[config.mk]
export PLATFORM = sky130hd
export DESIGN_NAME = hex_rate_counter_flat
export DESIGN_NICKNAME = d
export VERILOG_FILES = /design/src/rtl/hex_rate_counter_if.sv /design/src/rtl/hex_rate_counter.sv /design/src/flat_wrapper.sv
export SDC_FILE = /design/constraint.sdc
export NUM_CORES = 1
export LEC_CHECK = 0
export ABC_AREA = 1
export BUFFER_PORTS_ARGS = -buffer_cell sky130_fd_sc_hd__buf_2
export CAP_MARGIN = 40
export CORE_MARGIN = 2
export CORE_UTILIZATION = 30
export DETAILED_ROUTE_END_ITERATION = 10
export GPL_ROUTABILITY_DRIVEN = 0
export PLACE_DENSITY_LB_ADDON = 0.1
export SKIP_LAST_GASP = 1
export SYNTH_ARGS = -nofsm -noshare
export SYNTH_HDL_FRONTEND = slang
export SYNTH_SLANG_ARGS = --single-unit
[constraint.sdc]
create_clock -name clk_i -period 2.15 [get_ports clk_i]
set_clock_uncertainty 0.1 [all_clocks]
set_input_delay 0.1075 -clock clk_i [delete_from_list [all_inputs] [get_ports clk_i]]
set_output_delay 0.1075 -clock clk_i [all_outputs]
set_load 0.03 [all_outputs]
[src/rtl/hex_rate_counter_if.sv]
// Bundles the control inputs and display outputs of hex_rate_counter.
// master drives the controls; slave is the counter side.
interface hex_rate_counter_if;
    logic       enable;
    logic [1:0] speed;
    logic       load;
    logic [3:0] load_value;
    logic [3:0] q;
    logic       tick;
    logic       wrap;

    modport master (
        output enable, speed, load, load_value,
        input  q, tick, wrap
    );

    modport slave (
        input  enable, speed, load, load_value,
        output q, tick, wrap
    );
endinterface

[src/rtl/hex_rate_counter.sv]
// Rate-divided 4-bit up-counter feeding a 7-segment hex decoder.
// Define HEX_RATE_COUNTER_BCD_EN to build a decade (0..9) counter instead of full hex.
module hex_rate_counter #(
    parameter int unsigned CLOCK_HZ = 50_000_000
) (
    input  logic              clk_i,
    input  logic              rst_i,
    hex_rate_counter_if.slave bus_io
);

    localparam int unsigned DIV_W = $clog2(4 * CLOCK_HZ);

`ifdef HEX_RATE_COUNTER_BCD_EN
    localparam logic [3:0] QMax = 4'h9;
`else
    localparam logic [3:0] QMax = 4'hF;
`endif

    logic [DIV_W-1:0] rate_cnt_d, rate_cnt_q;
    logic [DIV_W-1:0] reload_val;
    logic [1:0]       speed_d, speed_q;
    logic [3:0]       q_d, q_q;
    logic [3:0]       load_val;
    logic [3:0]       q_inc;
    logic             tick_d, tick_q;
    logic             wrap_d, wrap_q;
    logic             speed_chg;
    logic             hit;

    // Divider reload is one less than the step period for the current Speed.
    always_comb begin
        case (bus_io.speed)
            2'b00:   reload_val = '0;
            2'b01:   reload_val = DIV_W'(CLOCK_HZ - 1);
            2'b10:   reload_val = DIV_W'(2 * CLOCK_HZ - 1);
            default: reload_val = DIV_W'(4 * CLOCK_HZ - 1);
        endcase
    end

`ifdef HEX_RATE_COUNTER_BCD_EN
    assign load_val = (bus_io.load_value > QMax) ? QMax : bus_io.load_value;
`else
    assign load_val = bus_io.load_value;
`endif

    assign q_inc     = (q_q == QMax) ? 4'h0 : q_q + 4'h1;
    assign speed_chg = (bus_io.speed != speed_q);
    assign hit       = bus_io.enable && (rate_cnt_q == '0) && !speed_chg;

    always_comb begin
        speed_d    = bus_io.speed;
        q_d        = q_q;
        rate_cnt_d = rate_cnt_q;
        tick_d     = 1'b0;
        wrap_d     = 1'b0;
        if (bus_io.load) begin
            q_d        = load_val;
            rate_cnt_d = reload_val;
        end else if (speed_chg) begin
            // Restart the period cleanly at the new rate; no step this cycle.
            rate_cnt_d = reload_val;
        end else if (hit) begin
            q_d        = q_inc;
            tick_d     = 1'b1;
            wrap_d     = (q_q == QMax);
            rate_cnt_d = reload_val;
        end else if (bus_io.enable) begin
            rate_cnt_d = rate_cnt_q - DIV_W'(1);
        end
    end

    always_ff @(posedge clk_i) begin
        if (rst_i) begin
            q_q        <= 4'h0;
            tick_q     <= 1'b0;
            wrap_q     <= 1'b0;
            rate_cnt_q <= reload_val;
            speed_q    <= bus_io.speed;
        end else begin
            q_q        <= q_d;
            tick_q     <= tick_d;
            wrap_q     <= wrap_d;
            rate_cnt_q <= rate_cnt_d;
            speed_q    <= speed_d;
        end
    end

    assign bus_io.q    = q_q;
    assign bus_io.tick = tick_q;
    assign bus_io.wrap = wrap_q;

    // A rollover is always a step that lands on zero.
    a_wrap_is_step: assert property (@(posedge clk_i) disable iff (rst_i)
        wrap_q |-> (tick_q && (q_q == 4'h0)));

endmodule

[src/flat_wrapper.sv]
// flat-port wrapper written by rule: the top's interface ports become plain ports
module hex_rate_counter_flat 
#(
    parameter int unsigned CLOCK_HZ = 50_000_000
)
  (clk_i, rst_i, bus_io_enable, bus_io_speed, bus_io_load, bus_io_load_value, bus_io_q, bus_io_tick, bus_io_wrap);
  hex_rate_counter_if bus_io_i ();
  input  logic clk_i;
  input  logic rst_i;
  input wire logic [$bits(bus_io_i.enable)-1:0] bus_io_enable;
  input wire logic [$bits(bus_io_i.speed)-1:0] bus_io_speed;
  input wire logic [$bits(bus_io_i.load)-1:0] bus_io_load;
  input wire logic [$bits(bus_io_i.load_value)-1:0] bus_io_load_value;
  output wire logic [$bits(bus_io_i.q)-1:0] bus_io_q;
  output wire logic [$bits(bus_io_i.tick)-1:0] bus_io_tick;
  output wire logic [$bits(bus_io_i.wrap)-1:0] bus_io_wrap;
  assign bus_io_i.enable = bus_io_enable;
  assign bus_io_i.speed = bus_io_speed;
  assign bus_io_i.load = bus_io_load;
  assign bus_io_i.load_value = bus_io_load_value;
  assign bus_io_q = bus_io_i.q;
  assign bus_io_tick = bus_io_i.tick;
  assign bus_io_wrap = bus_io_i.wrap;
  hex_rate_counter #(.CLOCK_HZ(CLOCK_HZ)) u_core (.clk_i(clk_i), .rst_i(rst_i), .bus_io(bus_io_i));
endmodule
; Word-level counts from Yosys, hierarchy flattened
; Cells that the tools add are included.
[classes]
add_sub_neg = 2
multipliers = 0
div_mod_pow = 0
n_lt_le_gt_ge = 0
n_eq_ne = 5
shifts = 0
mux = 11
n_bitwise = 1
reduce_logical = 10
[ops]
columns = operator, count
row1 = $mux 28, 5
row2 = $pmux 28 s3, 1
row3 = $logic_not 28->1, 1
row4 = $sub 28x1->28 const B, 1
row5 = $mux 4, 4
row6 = $reduce_bool 5->1, 1
row7 = $add 4x1->4 const B, 1
row8 = $eq 4x4->1 const B, 1
row9 = $reduce_or 4->1, 1
row10 = $reduce_or 3->1, 1
row11 = $eq 2x1->1 const B, 1
row12 = $eq 2x2->1 const B, 1
row13 = $logic_and 1x1->1, 2
row14 = $logic_not 2->1, 1
row15 = $ne 2x2->1, 1
row16 = $ne 2x2->1 const B, 1
row17 = $reduce_and 2->1, 1
row18 = $reduce_bool 2->1, 1
row19 = $logic_not 1->1, 1
row20 = $mux 1, 1
row21 = $not 1->1, 1
[word_totals]
regBits = 36
latch_bits = 0
ram_bits = 0
rom_bits = 0
in_bits = 10
out_inout_bits = 6
elab_cells = 34
n_memories = 0

; Logic depth before layout (Yosys ltp)
[logic_depth]
word_depth = 7
ltp_mapped = 12
depth_no_buf = 12

; Worst setup path before layout
; Ideal clock, no wire load.
[synth_timing]
path_type = register to register
start = register u_core.rate_cnt_q[0]
end = register u_core.rate_cnt_q[19] (data pin)
setup_time_ps = 256
t_arrival_ps = 1476
t_required_ps = 1794
slack_ps = 318
path_stages_with_launch = 12
path_cell_list = edfxtp_1 -> inv_1 -> ha_1 -> nand2_1 -> nor2_1 -> nand3_1 -> nor2_4 -> nand2_4 -> nand2_4 -> inv_1 -> nor2_1 -> nor2_1
[synth_between]
elab_chain_cells = 7
[synth_rtl]
columns = element, line_no
row1 = "start, declared", hex_rate_counter.sv:19  ; logic [DIV_W-1:0] rate_cnt_d, rate_cnt_q;
row2 = "start signal, assigned", hex_rate_counter.sv:77  ; rate_cnt_q <= reload_val;
row3 = "start signal, assigned", hex_rate_counter.sv:83  ; rate_cnt_q <= rate_cnt_d;
row4 = "parallel branches: the longest is 3 deep, another holds $sub 28x1->28", --
row5 = $mux 28 *, hex_rate_counter.sv:62  ; end else if (hit) begin
row6 = $mux 28 *, hex_rate_counter.sv:59  ; end else if (speed_chg) begin
row7 = $mux 28 *, hex_rate_counter.sv:56  ; if (bus_io.load) begin
row8 = $mux 28 *, hex_rate_counter.sv:73  ; if (rst_i) begin
; Every way passes the cells marked *. The select of a mux whose other input is x is not followed.
; A chain may end at the register's enable or synchronous reset.

; Worst setup path in the final report
[layout_timing]
start = register u_core.rate_cnt_q[6]
end = register u_core.rate_cnt_q[27] (data pin)
; The elaborated chain is that of the path after synthesis.

==> run summary <==
Outcome: finished clean
Die ar.: 8713 um^2
Final setup margin: 0.1789 ns
Worst-case clock buffer depth: 2
CTS Buf Count: 5
Worst reg2reg path startpoint: u_core.rate_cnt_q[6]
Unrepaired setup endpoints after global routing: true
1st-iter DRT viols: 114
Most common cell after layout, fill and taps aside: nand2_1
Final setup fails: 0
Fin crit share: 0.9168
Post-Synthesis Cells: 325
Initial antenna violation count: 0
Critical Path Sink Type: flop
Via/cell ratio: 4.513
Sequential share of the synthesized area: 0.4180
CP delay by family, top: simple AND/OR/NAND/NOR gates
Critical R2R Capture: u_core.rate_cnt_q[27]
Dpl cells: 458
Cell count of the worst hold path: 5
First-pass detailed-route iteration total: 6
Hpwl dp: 5047 um
Post-synth cell types: 22
Worst slew pin tran: 0.3862 ns
Final hold vios: 0
PwrDens: 583.7 nW/um^2
Leakage: 1.289 nW
Max_cap viols: 0
Hold path startpoint: bus_io_load_value[3]
Die height: 93.35 um
YS warnings: 0
FF-to-FF setup slack: 0.18 ns
Die Width: 93.35 um
Crit path top cell by count: nand2_1
Fin util: 0.3724
Row count: 32
Pin count of the biggest net entering global routing: 22
Vias in the first global route: 2155
Critical Path, Cell by Cell: nor2_1, nand2_1, nor3_1, nand2_1, o21ai_0, nand2_1, nand2_1, nand2_1
Crit start category: flop
Root Driver: clkbuf_8
Slew margin rel.: 0.7398
Routed Antenna Nets: 0
Slew Limit Fails: 0
Peak supply drop: 0.1840 mV
WP buf/inv: 0
HP Class: input pin to flop
Io pins: 16
Slowest-stage cell, CP: edfxtp_1
Clock latency on the worst-skew pair: 0.29 ns
Net Sw Power: 483.3 uW
Overall routing resource usage: 0.1583
Sequential power share: 0.514
Kind of critical path: flop to flop
WL final: 6345 um
Crit path largest cell delay: 0.46 ns
Critical Path RT: 2.09 ns
FF-to-FF path depth: 8
CP max FO: 3
Fill cell count: 843
P_int: 1.197 mW
Clk pwr share: 0.305
DR vias: 2139
Net Sw Frac: 0.2877
ANT cells: 0
Final Power: 1.680 mW
CTS tree: done
Initial Utilization: 0.3099
Post-Syn Area: 2395 um^2
Clock period minus worst slack: 1.971 ns
Avg WL per Cell: 13.39 um
Dpl ws: 0.1116 ns
Yosys reg bits: 36
Comb power frac: 0.181
Synth Area per Inst: 7.369 um^2
Worst hold margin: 0.05548 ns
First-pass GRT wire length: 10530 um
Endpoint, Worst Hold: u_core.bus_io.q[3]
Reg clk slew, reported paths: 0.07 ns
Nets: 388
# DRC: 0
# port buffers: 15
Share of cells above drive strength 1: 0.1505
Most frequent cells in the layout: 88 x nand2_1, 65 x nor2_1, 38 x inv_1
Syn nets: 342
Max Fclk: 0.5073 GHz
Finished Layout Cells: 474
Clock Sinks: 36
Critical path arrival: 1.92 ns
Area grow syn2layout: 20.17%
Area of the core: 7727 um^2
Remaining Overflow, GRT: 0
H-tree levels: 2
-- timing repair --
action	4_1_cts	5_1_grt
hold endpoints to repair	6	0
resized for setup	0	5
setup endpoints to repair	0	19
hold buffers	3	0
buffers inserted	0	5
-- power groups by stage --
stage,combinational [mW],sequential (mW),clock [mW]
2_1_floorplan,0.179,0.873,0
3_3_place_gp,0.291,0.879,0
3_5_place_dp,0.287,0.879,0
4_1_cts,0.293,0.863,0.532
5_1_grt,0.349,0.869,0.557
6_report,0.304,0.863,0.513
-- cell type report --
type                    instances  area [um^2]  share of cell area
flip-flops and latches         36         1001              0.3478
well taps                     102        127.6             0.04435
multi-input cells             248         1235              0.4291
clock buffers                   8        90.09             0.03130
repair buffers                 41        277.8             0.09652
inverters                      39        146.4             0.05087
-- worst register-to-register path: cells and delay by family (launching register included) --
| family | cells | cell delay [ns] |
|---|---|---|
| compound gates | 1 | 0.18 |
| flops | 1 | 0.46 |
| simple gates | 7 | 0.99 |
-- sequential cells by signal, summed over array words and instances (netlist names) --
| register | flops |
|---|---|
| u_core.bus_io.wrap | 1 |
| u_core.speed_q | 2 |
| u_core.bus_io.q | 4 |
| u_core.rate_cnt_q | 28 |
| u_core.bus_io.tick | 1 |
-- metal layers --
metal	up-vias	part of all wire	global-route usage
met2	30	0.46	0.2560
met1	975	0.49	0.2118
met3	9	0.032	0.02820
met4	0	0.018	0.05637
li1	1125	-	-
met5	-	0	0
-- per-stage QoR --
step | setup TNS (ns) | area (um^2)
2_1_floorplan | 0 | 2395
3_3_place_gp | 0 | 2710
3_5_place_dp | 0 | 2710
4_1_cts | 0 | 2830
5_1_grt | -0.01832 | 2878
6_report | 0 | 2878
-- worst max-delay path by stage --
stage | slack [ns] | depth (start not counted) | start | to
after detailed placement | 0.11 | 9 | u_core.rate_cnt_q[11] | u_core.rate_cnt_q[20]
final | 0.18 | 8 | u_core.rate_cnt_q[6] | u_core.rate_cnt_q[27]
after global placement | 0.08 | 9 | u_core.rate_cnt_q[11] | u_core.rate_cnt_q[20]
after CTS | 0.09 | 9 | u_core.rate_cnt_q[11] | u_core.rate_cnt_q[20]
after global routing | -0.01 | 8 | u_core.rate_cnt_q[6] | u_core.rate_cnt_q[27]
after floorplan | 0.32 | 11 | u_core.rate_cnt_q[0] | u_core.rate_cnt_q[19]
-- cells by family after synthesis --
| family | Yosys count | share of synthesized area |
|---|---|---|
| AND/OR/NAND/NOR | 194 | 0.3412 |
| buffers and inverters | 41 | 0.07053 |
| flip-flops | 36 | 0.4180 |
| AO/OA/AOI/OAI | 25 | 0.05329 |
| XOR/XNOR | 22 | 0.08046 |
| adder cells (fa/ha/maj) | 7 | 0.03657 |
-- synth_stat cells --
library cell	count	area (um^2)
xnor2_1	11	96.34
nand2_1	88	330.3
o21ai_0	11	55.05
xor2_1	11	96.34
nand2_4	2	22.52
o21ai_1	5	25.02
inv_1	39	146.4
or2_2	1	6.260
nor2_1	69	259.0
and2_1	1	6.260
nand3_1	19	95.09
nand4_1	4	25.02
dfxtp_1	8	160.2
nand2_2	2	12.51
nor2_4	2	22.52
buf_6	2	22.52
o21a_1	1	7.510
a21oi_1	8	40.04
ha_1	7	87.58
nor3_1	3	15.01
nand3b_1	3	22.52
edfxtp_1	28	840.8
Power figures use the tool's default switching activity.
